<file path="src/rtl/ca_row_engine.sv">
// One-dimensional cellular-automaton row engine: computes a full next generation per clock
// under a loadable rule and streams generations out over a valid/ready handshake.
module ca_row_engine #(
    parameter int N_CELLS      = 64,
    parameter int RADIUS       = 1,
    parameter int DEFAULT_RULE = 30,
    parameter int GEN_W        = 16,
    localparam int NB          = 2 * RADIUS + 1,
    localparam int W_RULE      = 2 ** NB
) (
    input  logic               i_clk,
    input  logic               i_rst,
    input  logic               i_load,
    input  logic [N_CELLS-1:0] i_seed,
    input  logic               i_rule_we,
    input  logic [W_RULE-1:0]  i_rule,
    input  logic [1:0]         i_boundary,
    input  logic               i_start,
    input  logic               i_stop,
    input  logic               i_step,
    input  logic [GEN_W-1:0]   i_gen_limit,
    input  logic               i_ready,
    output logic [N_CELLS-1:0] o_row,
    output logic               o_valid,
    output logic [GEN_W-1:0]   o_gen,
    output logic               o_busy,
    output logic               o_done
);

    typedef enum logic [1:0] {
        ST_IDLE = 2'd0,
        ST_RUN  = 2'd1,
        ST_DONE = 2'd2
    } state_t;

    state_t              r_state;
    state_t              w_state_nxt;
    logic [N_CELLS-1:0]  r_row;
    logic [GEN_W-1:0]    r_gen;
    logic                r_valid;
    logic                r_busy;
    logic                r_done;
    logic [W_RULE-1:0]   r_rule;
    logic [N_CELLS-1:0]  w_next;
    logic                w_adv;
    logic                w_valid_nxt;
    logic                w_limit_hit;
    logic                w_wrap;
    logic                w_const;

    // Reserved boundary code 11 behaves like constant 0.
    assign w_wrap      = (i_boundary == 2'b00);
    assign w_const     = (i_boundary == 2'b10);
    assign w_limit_hit = (i_gen_limit != {GEN_W{1'b0}}) && (r_gen == i_gen_limit);

    // Neighbourhood bit gk corresponds to cell gi+gk-RADIUS, so the highest cell lands in the MSB.
    for (genvar gi = 0; gi < N_CELLS; gi++) begin : g_cell
        logic [NB-1:0] w_idx;
        for (genvar gk = 0; gk < NB; gk++) begin : g_nb
            localparam int J = gi + gk - RADIUS;
            if (J < 0) begin : g_lo
                assign w_idx[gk] = w_wrap ? r_row[J+N_CELLS] : w_const;
            end else if (J >= N_CELLS) begin : g_hi
                assign w_idx[gk] = w_wrap ? r_row[J-N_CELLS] : w_const;
            end else begin : g_in
                assign w_idx[gk] = r_row[J];
            end
        end
        assign w_next[gi] = r_rule[w_idx];
    end

    // Next-state and advance/valid decisions; load overrides every state.
    always_comb begin
        w_state_nxt = r_state;
        w_adv       = 1'b0;
        w_valid_nxt = r_valid;
        if (i_load) begin
            w_state_nxt = ST_IDLE;
            w_valid_nxt = 1'b1;
        end else begin
            case (r_state)
                ST_IDLE: begin
                    if (i_start && !i_stop) begin
                        w_state_nxt = ST_RUN;
                    end else if (i_step && !i_stop && !w_limit_hit) begin
                        w_adv       = 1'b1;
                        w_valid_nxt = 1'b1;
                    end else if (r_valid && i_ready) begin
                        w_valid_nxt = 1'b0;
                    end else begin
                        w_valid_nxt = r_valid;
                    end
                end
                ST_RUN: begin
                    if (i_stop) begin
                        w_state_nxt = ST_IDLE;
                    end else if (!r_valid) begin
                        // Entering RUN with nothing on offer: present the current row first.
                        w_valid_nxt = 1'b1;
                    end else if (i_ready) begin
                        if (w_limit_hit) begin
                            w_state_nxt = ST_DONE;
                            w_valid_nxt = 1'b0;
                        end else begin
                            w_adv = 1'b1;
                        end
                    end else begin
                        w_valid_nxt = r_valid;
                    end
                end
                ST_DONE: begin
                    w_valid_nxt = 1'b0;
                end
                default: begin
                    w_state_nxt = ST_IDLE;
                    w_valid_nxt = 1'b0;
                end
            endcase
        end
    end

    // State register.
    always_ff @(posedge i_clk) begin
        if (i_rst) begin
            r_state <= ST_IDLE;
        end else begin
            r_state <= w_state_nxt;
        end
    end

    // Row, generation, flags and rule registers; rule write is independent of the state machine.
    always_ff @(posedge i_clk) begin
        if (i_rst) begin
            r_row   <= {N_CELLS{1'b0}};
            r_gen   <= {GEN_W{1'b0}};
            r_valid <= 1'b0;
            r_busy  <= 1'b0;
            r_done  <= 1'b0;
            r_rule  <= W_RULE'(DEFAULT_RULE);
        end else begin
            if (i_rule_we) begin
                r_rule <= i_rule;
            end
            if (i_load) begin
                r_row <= i_seed;
                r_gen <= {GEN_W{1'b0}};
            end else if (w_adv) begin
                r_row <= w_next;
                r_gen <= r_gen + GEN_W'(1);
            end
            r_valid <= w_valid_nxt;
            r_busy  <= (w_state_nxt == ST_RUN);
            r_done  <= (w_state_nxt == ST_DONE);
        end
    end

    assign o_row   = r_row;
    assign o_gen   = r_gen;
    assign o_valid = r_valid;
    assign o_busy  = r_busy;
    assign o_done  = r_done;

endmodule

</file>
<file path="config.mk">
export PLATFORM = sky130hd
export DESIGN_NAME = ca_row_engine
export DESIGN_NICKNAME = d
export VERILOG_FILES = /design/src/rtl/ca_row_engine.sv
export SDC_FILE = /design/constraint.sdc
export NUM_CORES = 1
export LEC_CHECK = 0
export BUFFER_PORTS_ARGS = -buffer_cell sky130_fd_sc_hd__buf_2
export CAP_MARGIN = 20
export CORE_AREA = 2 2 189 191
export CTS_CLUSTER_DIAMETER = 60
export DETAILED_ROUTE_END_ITERATION = 12
export DIE_AREA = 0 0 191 193
export PLACE_DENSITY = 0.42
export RECOVER_POWER = 50
export SLEW_MARGIN = 20
export SYNTH_ARGS = -nofsm -noshare
export SYNTH_HDL_FRONTEND = slang
export SYNTH_SLANG_ARGS = --single-unit
</file>
<file path="constraint.sdc">
create_clock -name i_clk -period 1.7 [get_ports i_clk]
set_input_delay 0.17 -clock i_clk [delete_from_list [all_inputs] [get_ports i_clk]]
set_output_delay 0.17 -clock i_clk [all_outputs]
set_load 0.02 [all_outputs]
</file>
# == Word level (Yosys, flattened, before mapping) ==
# Index checks and enable logic that the tools add are counted.
# word_totals
reg_bits,93
out_inout_bits,83
# classes
addsub,1
n_lt_le_gt_ge,64
n_eq_ne,9
mux,155
reduce_logical,13
# op_table
cell,n
$lt A3 B4 Y1 const B,64
$bmux W1 S3,64
$mux W64,2
$mux W1,80
$add A16 B1 Y16 const B,1
$eq A16 B16 Y1,1
$reduce_bool A16 Y1,1
$mux W2,6
$eq A2 B2 Y1 const B,3
$ne A3 B3 Y1 const B,2
$pmux W2 S3,1
$logic_and A1 B1 Y1,5
$eq A2 B1 Y1 const B,2
$logic_not A2 Y1,2
$ne A4 B4 Y1 const B,1
$pmux W1 S2,2
$reduce_and A3 Y1,1
$logic_not A1 Y1,2
$reduce_bool A2 Y1,1
$reduce_or A2 Y1,1

# == Longest topological paths before layout ==
# depth
word_depth,10
mapped_depth,9
depth_no_buf,6

# == Least setup slack after synthesis ==
# OpenSTA, ideal clock, no wires.
# synth_path
kind,reg2reg
from,reg r_gen[7] (netlist: o_gen[7])
to,reg r_row[13] (netlist: o_row[13])
arrival_ns,1.799
required_ns,1.560
slack_ns,-0.239
stages_incl_launch_ff,9
path_buffers,3
path_cell_list,dfxtp_1 xor2_1 nor4_2 nand3_2 o21ai_2 buf_6 buf_6 buf_4 o221ai_1
# synth_between
elab_chain_cells,9
elab_cells_between_ends,13
classes_between,eq/ne: 1; mux: 8; reduce/logical: 4
# synth_rtl
item,line,text
start: declaration,39,logic [GEN_W-1:0] r_gen;
start signal: assignment,135,r_gen <= {GEN_W{1'b0}};
start signal: assignment,146,r_gen <= {GEN_W{1'b0}};
start signal: assignment,149,r_gen <= r_gen + GEN_W'(1);
$eq A16 B16 Y1 (*),54,assign w_limit_hit = (i_gen_limit != {GEN_W{1'b0}}) && (r_gen == i_gen_limit);
$logic_and A1 B1 Y1 (*),54,
$mux W1 or $logic_not A1 Y1 (tied branches),"101, 85",
$mux W1 or $logic_and A1 B1 Y1 (tied branches),"100, 85",
$mux W1 (on tied branches),"97, 85",
$mux W1 (on tied branches),"95, 83",
$pmux W1 S2 (*),81,case (r_state)
$mux W1 (*),77,if (i_load) begin
$reduce_bool A2 Y1 (no line) (*),n/a,
end signal: assignment,134,r_row <= {N_CELLS{1'b0}};
end signal: assignment,145,r_row <= i_seed;
end signal: assignment,148,r_row <= w_next;
end: declaration,38,logic [N_CELLS-1:0] r_row;
# Every way passes the cells marked *; elsewhere a longest branch is shown, timed or not.
# A chain may end at the register's enable or synchronous reset.

# == Final worst setup path ==
# layout_path
from,reg r_gen[14] (netlist: o_gen[14])
to,reg r_gen[13] (netlist: o_gen[13])
# layout_between
elab_chain_cells,8
elab_cells_between_ends,12
classes_between,eq/ne: 1; mux: 8; reduce/logical: 3
# layout_rtl
item,line
$eq A16 B16 Y1 (*),54
$logic_and A1 B1 Y1 (*),54
$mux W1 or $logic_not A1 Y1 (tied branches),"101, 85"
$mux W1 or $logic_and A1 B1 Y1 (tied branches),"100, 85"
$mux W1 (on tied branches),"97, 85"
$mux W1 (on tied branches),"95, 83"
$pmux W1 S2 (*),81
$mux W1 (*),77
# Marks and branches as above.

==> impl_metrics.py <==
metrics = {
    "clock_tree": {
        "cts-root-buf": "clkbuf_16",
        "cts_tree": "done",
        "cts.path.max_buffers": 2,
        "clkTransAtPathRegs_ps": 80,
        "clock-sinks": 93,
        "cts_inserted_buffers": 9,
        "htree_levels": 3,
        "clk_latency_ps": 370,
    },
    "final_layout": {
        "syn2layout_area_growth_pct": 38.1,
        "layout.nets": 1210,
        "num-fill-cells": 3622,
        "final_cells": 1578,
        "drive_gt1_share_pct": 52.2,
        "fin_area_sq_um": 11900,
    },
    "power_and_ir_drop": {
        "p_leak_uw": 0.00466,
        "clockPowerShare_pct": 30.2,
        "pwr-share-comb_pct": 34.7,
        "ir_worst_vdd_v": 0.000487,
        "powerDensity_nw_per_um2": 616,
        "swShare_pct": 34.4,
        "power.internal_uw": 4830,
        "netSwitchingPower_uw": 2530,
        "p_total_uw": 7360,
        "seqPwrFrac_pct": 35.2,
    },
    "timing": {
        "skew_ps": 12.3,
        "hold_viol": 0,
        "finalSetupTns_ps": -13590,
        "rsz0062_at_grt": "true",
        "relSlewSlack_pct": 69.1,
        "finalMaxSlewViolations": 0,
        "worstMarginPinSlew_ps": 462,
        "min_period_over_period_pct": 113,
        "whs_ps": 38.2,
        "max_freq_mhz": 522,
        "setup_viol": 85,
        "setup_ws_ps": -217,
        "finalCriticalPeriod_ps": 1920,
    },
    "route": {
        "ant_nets": 0,
        "first_pass_iters": 5,
        "wire_per_inst_um": 22.3,
        "drtIter0Drc": 544,
        "viasPerCell": 5.41,
        "vias": 8537,
        "drc": 0,
        "drt-total-wl_um": 35200,
    },
    "global_route": {
        "grt_pass1_vias": 8439,
        "grt_usage_pct": 19.0,
        "globalRouteOverflowTotal": 0,
        "antenna_found_initial": 0,
        "grt_max_degree": 76,
        "grt_first_pass_wirelength_um": 53200,
    },
    "floorplanning": {
        "coreArea_sq_um": 35000,
        "die_x_um": 191,
        "die_h_um": 193,
        "placementRows": 69,
        "initial_core_util_pct": 24.7,
        "fp.dieArea_sq_um": 36900,
        "io-pin-count": 181,
    },
    "min_path": {
        "hold_path.class": "in -> reg",
    },
    "place": {
        "post_dp_cell_area_sq_um": 11000,
        "hpwl_um": 22800,
        "io_buffers": 180,
        "dp.cells": 1539,
        "gp_congestion": 0.766,
    },
    "yosys": {
        "ys_seq_area_share_pct": 21.5,
        "synth.cell_area_sq_um": 8650,
        "ys_seq_elements": 93,
        "yosys-top-cells-area": "mux4_2 (33%), dfxtp_1 (22%), clkbuf_1 (5.4%), mux2i_1 (3.9%), nand2_1 (3.3%)",
        "synthCells": 895,
        "async_flop_share_pct": 0,
        "yosys.area.top_type_share_pct": 33.3,
        "synth.net_count": 994,
        "ys_types": 49,
        "synth_area_leader_cell": "mux4_2",
        "ys.flop_type": "dfxtp_1",
        "ys_warn_count": 0,
        "avgSynthCellArea_sq_um": 9.66,
        "synth_enable_flop_cells": 0,
    },
    "setup_path": {
        "cp.arrival_ps": 2220,
        "critPathCaptureType": "flip-flop",
        "crit_type": "reg -> reg",
        "worst_setup_path_start_kind": "flip-flop",
        "worstPathRequired_ps": 2000,
        "worst-path-max-fanout": 5,
    },
    "run": {
        "drv_cap": 0,
    },
    "run_status": {
        "outcome": "finished, violations left",
        "violations": "negative setup slack",
    },
}
[logic make-up after synthesis]
group	count (synthesis)	share of synthesized area, %
and+or+nand+nor	299	17.6
AOI/OAI and AO/OA	170	13.8
muxes	166	37.8
buffers and inverters	148	7.32
DFF	93	21.5
xor gates and xnor gates	18	1.82
adders and majority gates	1	0.145
[synthesized netlist by cell type (all sizes together) (29+ instances only)]
library cell,count
and3,31
a22oi,29
or3,34
a21oi,46
o221ai,30
clkbuf,125
mux2i,34
dfxtp,93
mux4,128
nor2,55
nor2b,35
a31oi,31
nand3,37
nand2,76
[critical path, stage by stage, from the launching register on]
cell	delay, ps
dfxtp_2	330
xor2_1	150
nor4_1	300
nand2_1	110
buf_6	150
buf_4	130
o21a_1	220
buf_6	150
a31o_2	200
a21oi_2	110
[power groups by stage]
| stage | logic, uW | clock network, uW | registers (uW) |
|---|---|---|---|
| 2_1_floorplan | 1530 | 0 | 2650 |
| 3_3_place_gp | 2460 | 0 | 2640 |
| 3_5_place_dp | 2470 | 0 | 2640 |
| 4_1_cts | 2510 | 2300 | 2590 |
| 5_1_grt | 2740 | 2360 | 2630 |
| 6_report | 2550 | 2220 | 2590 |
[cells in the final DEF, fill, tap and decap left out, types with 5 or more instances in the layout]
master	n
a21oi_1	42
a22oi_1	29
a31oi_1	30
and3_1	30
buf_12	26
buf_16	5
buf_2	178
buf_4	123
buf_6	9
clkbuf_16	11
dfxtp_1	67
dfxtp_2	23
inv_1	5
mux2i_1	34
mux4_2	128
nand2_1	62
nand2_2	9
nand2_4	5
nand3_1	30
nand3_2	5
nor2_1	53
nor2b_1	35
nor4_1	7
o221ai_1	23
o221ai_2	7
or3_1	25
or3_4	9
or4_1	5
xor2_1	16
[final cells by class]
type / count / area [sq um] / area share (%)
Clock inverter: 7 / 72.6 / 0.608
Clock buffer: 9 / 225 / 1.89
Antenna cell: 1 / 2.50 / 0.0209
Multi-Input combinational cell: 654 / 6460 / 54.1
Inverter: 5 / 18.8 / 0.157
Timing Repair Buffer: 348 / 2690 / 22.5
Tap cell: 461 / 577 / 4.83
Sequential cell: 93 / 1900 / 15.9
[routing by layer]
layer	track usage [%]	up-vias	part of all wire (%)
met2	30.1	297	47
met4	5.22	0	1.4
li1	-	3905	-
met1	27.3	4308	47
met3	2.17	27	4.9
met5	0	-	0
[registers in the layout (all words and copies together), names as in the netlist]
signal   count
r_rule       8
o_busy       1
o_done       1
r_state      2
o_gen       16
o_valid      1
o_row       64
[path summary, 6_finish.rpt]
kind | slack [ps] | from | cells after the start | to
max | -220 | o_gen[14] | 9 | o_gen[13]
min | 40 | i_rule[3] | 2 | r_rule[3]
max reg2reg | -220 | o_gen[14] | 9 | o_gen[13]
min reg2reg | 600 | o_row[62] | 2 | o_row[62]
[metrics by stage]
stage                     utilization [%]  setup slack, ps
after floorplan                         -             -112
final                                34.2             -217
after global placement               31.4             -338
after global routing                 34.2             -332
after CTS                            33.6             -220
after detailed placement             31.4             -356
[repair_timing]
action,in CTS,in global routing
pin swaps,37,16
hold buffers,2,0
hold endpoints to repair,2,0
endpoints found under the setup margin,83,85
cloned,7,2
resized for setup,42,45
setup buffers,12,3
(Power assumes the default switching activity.)
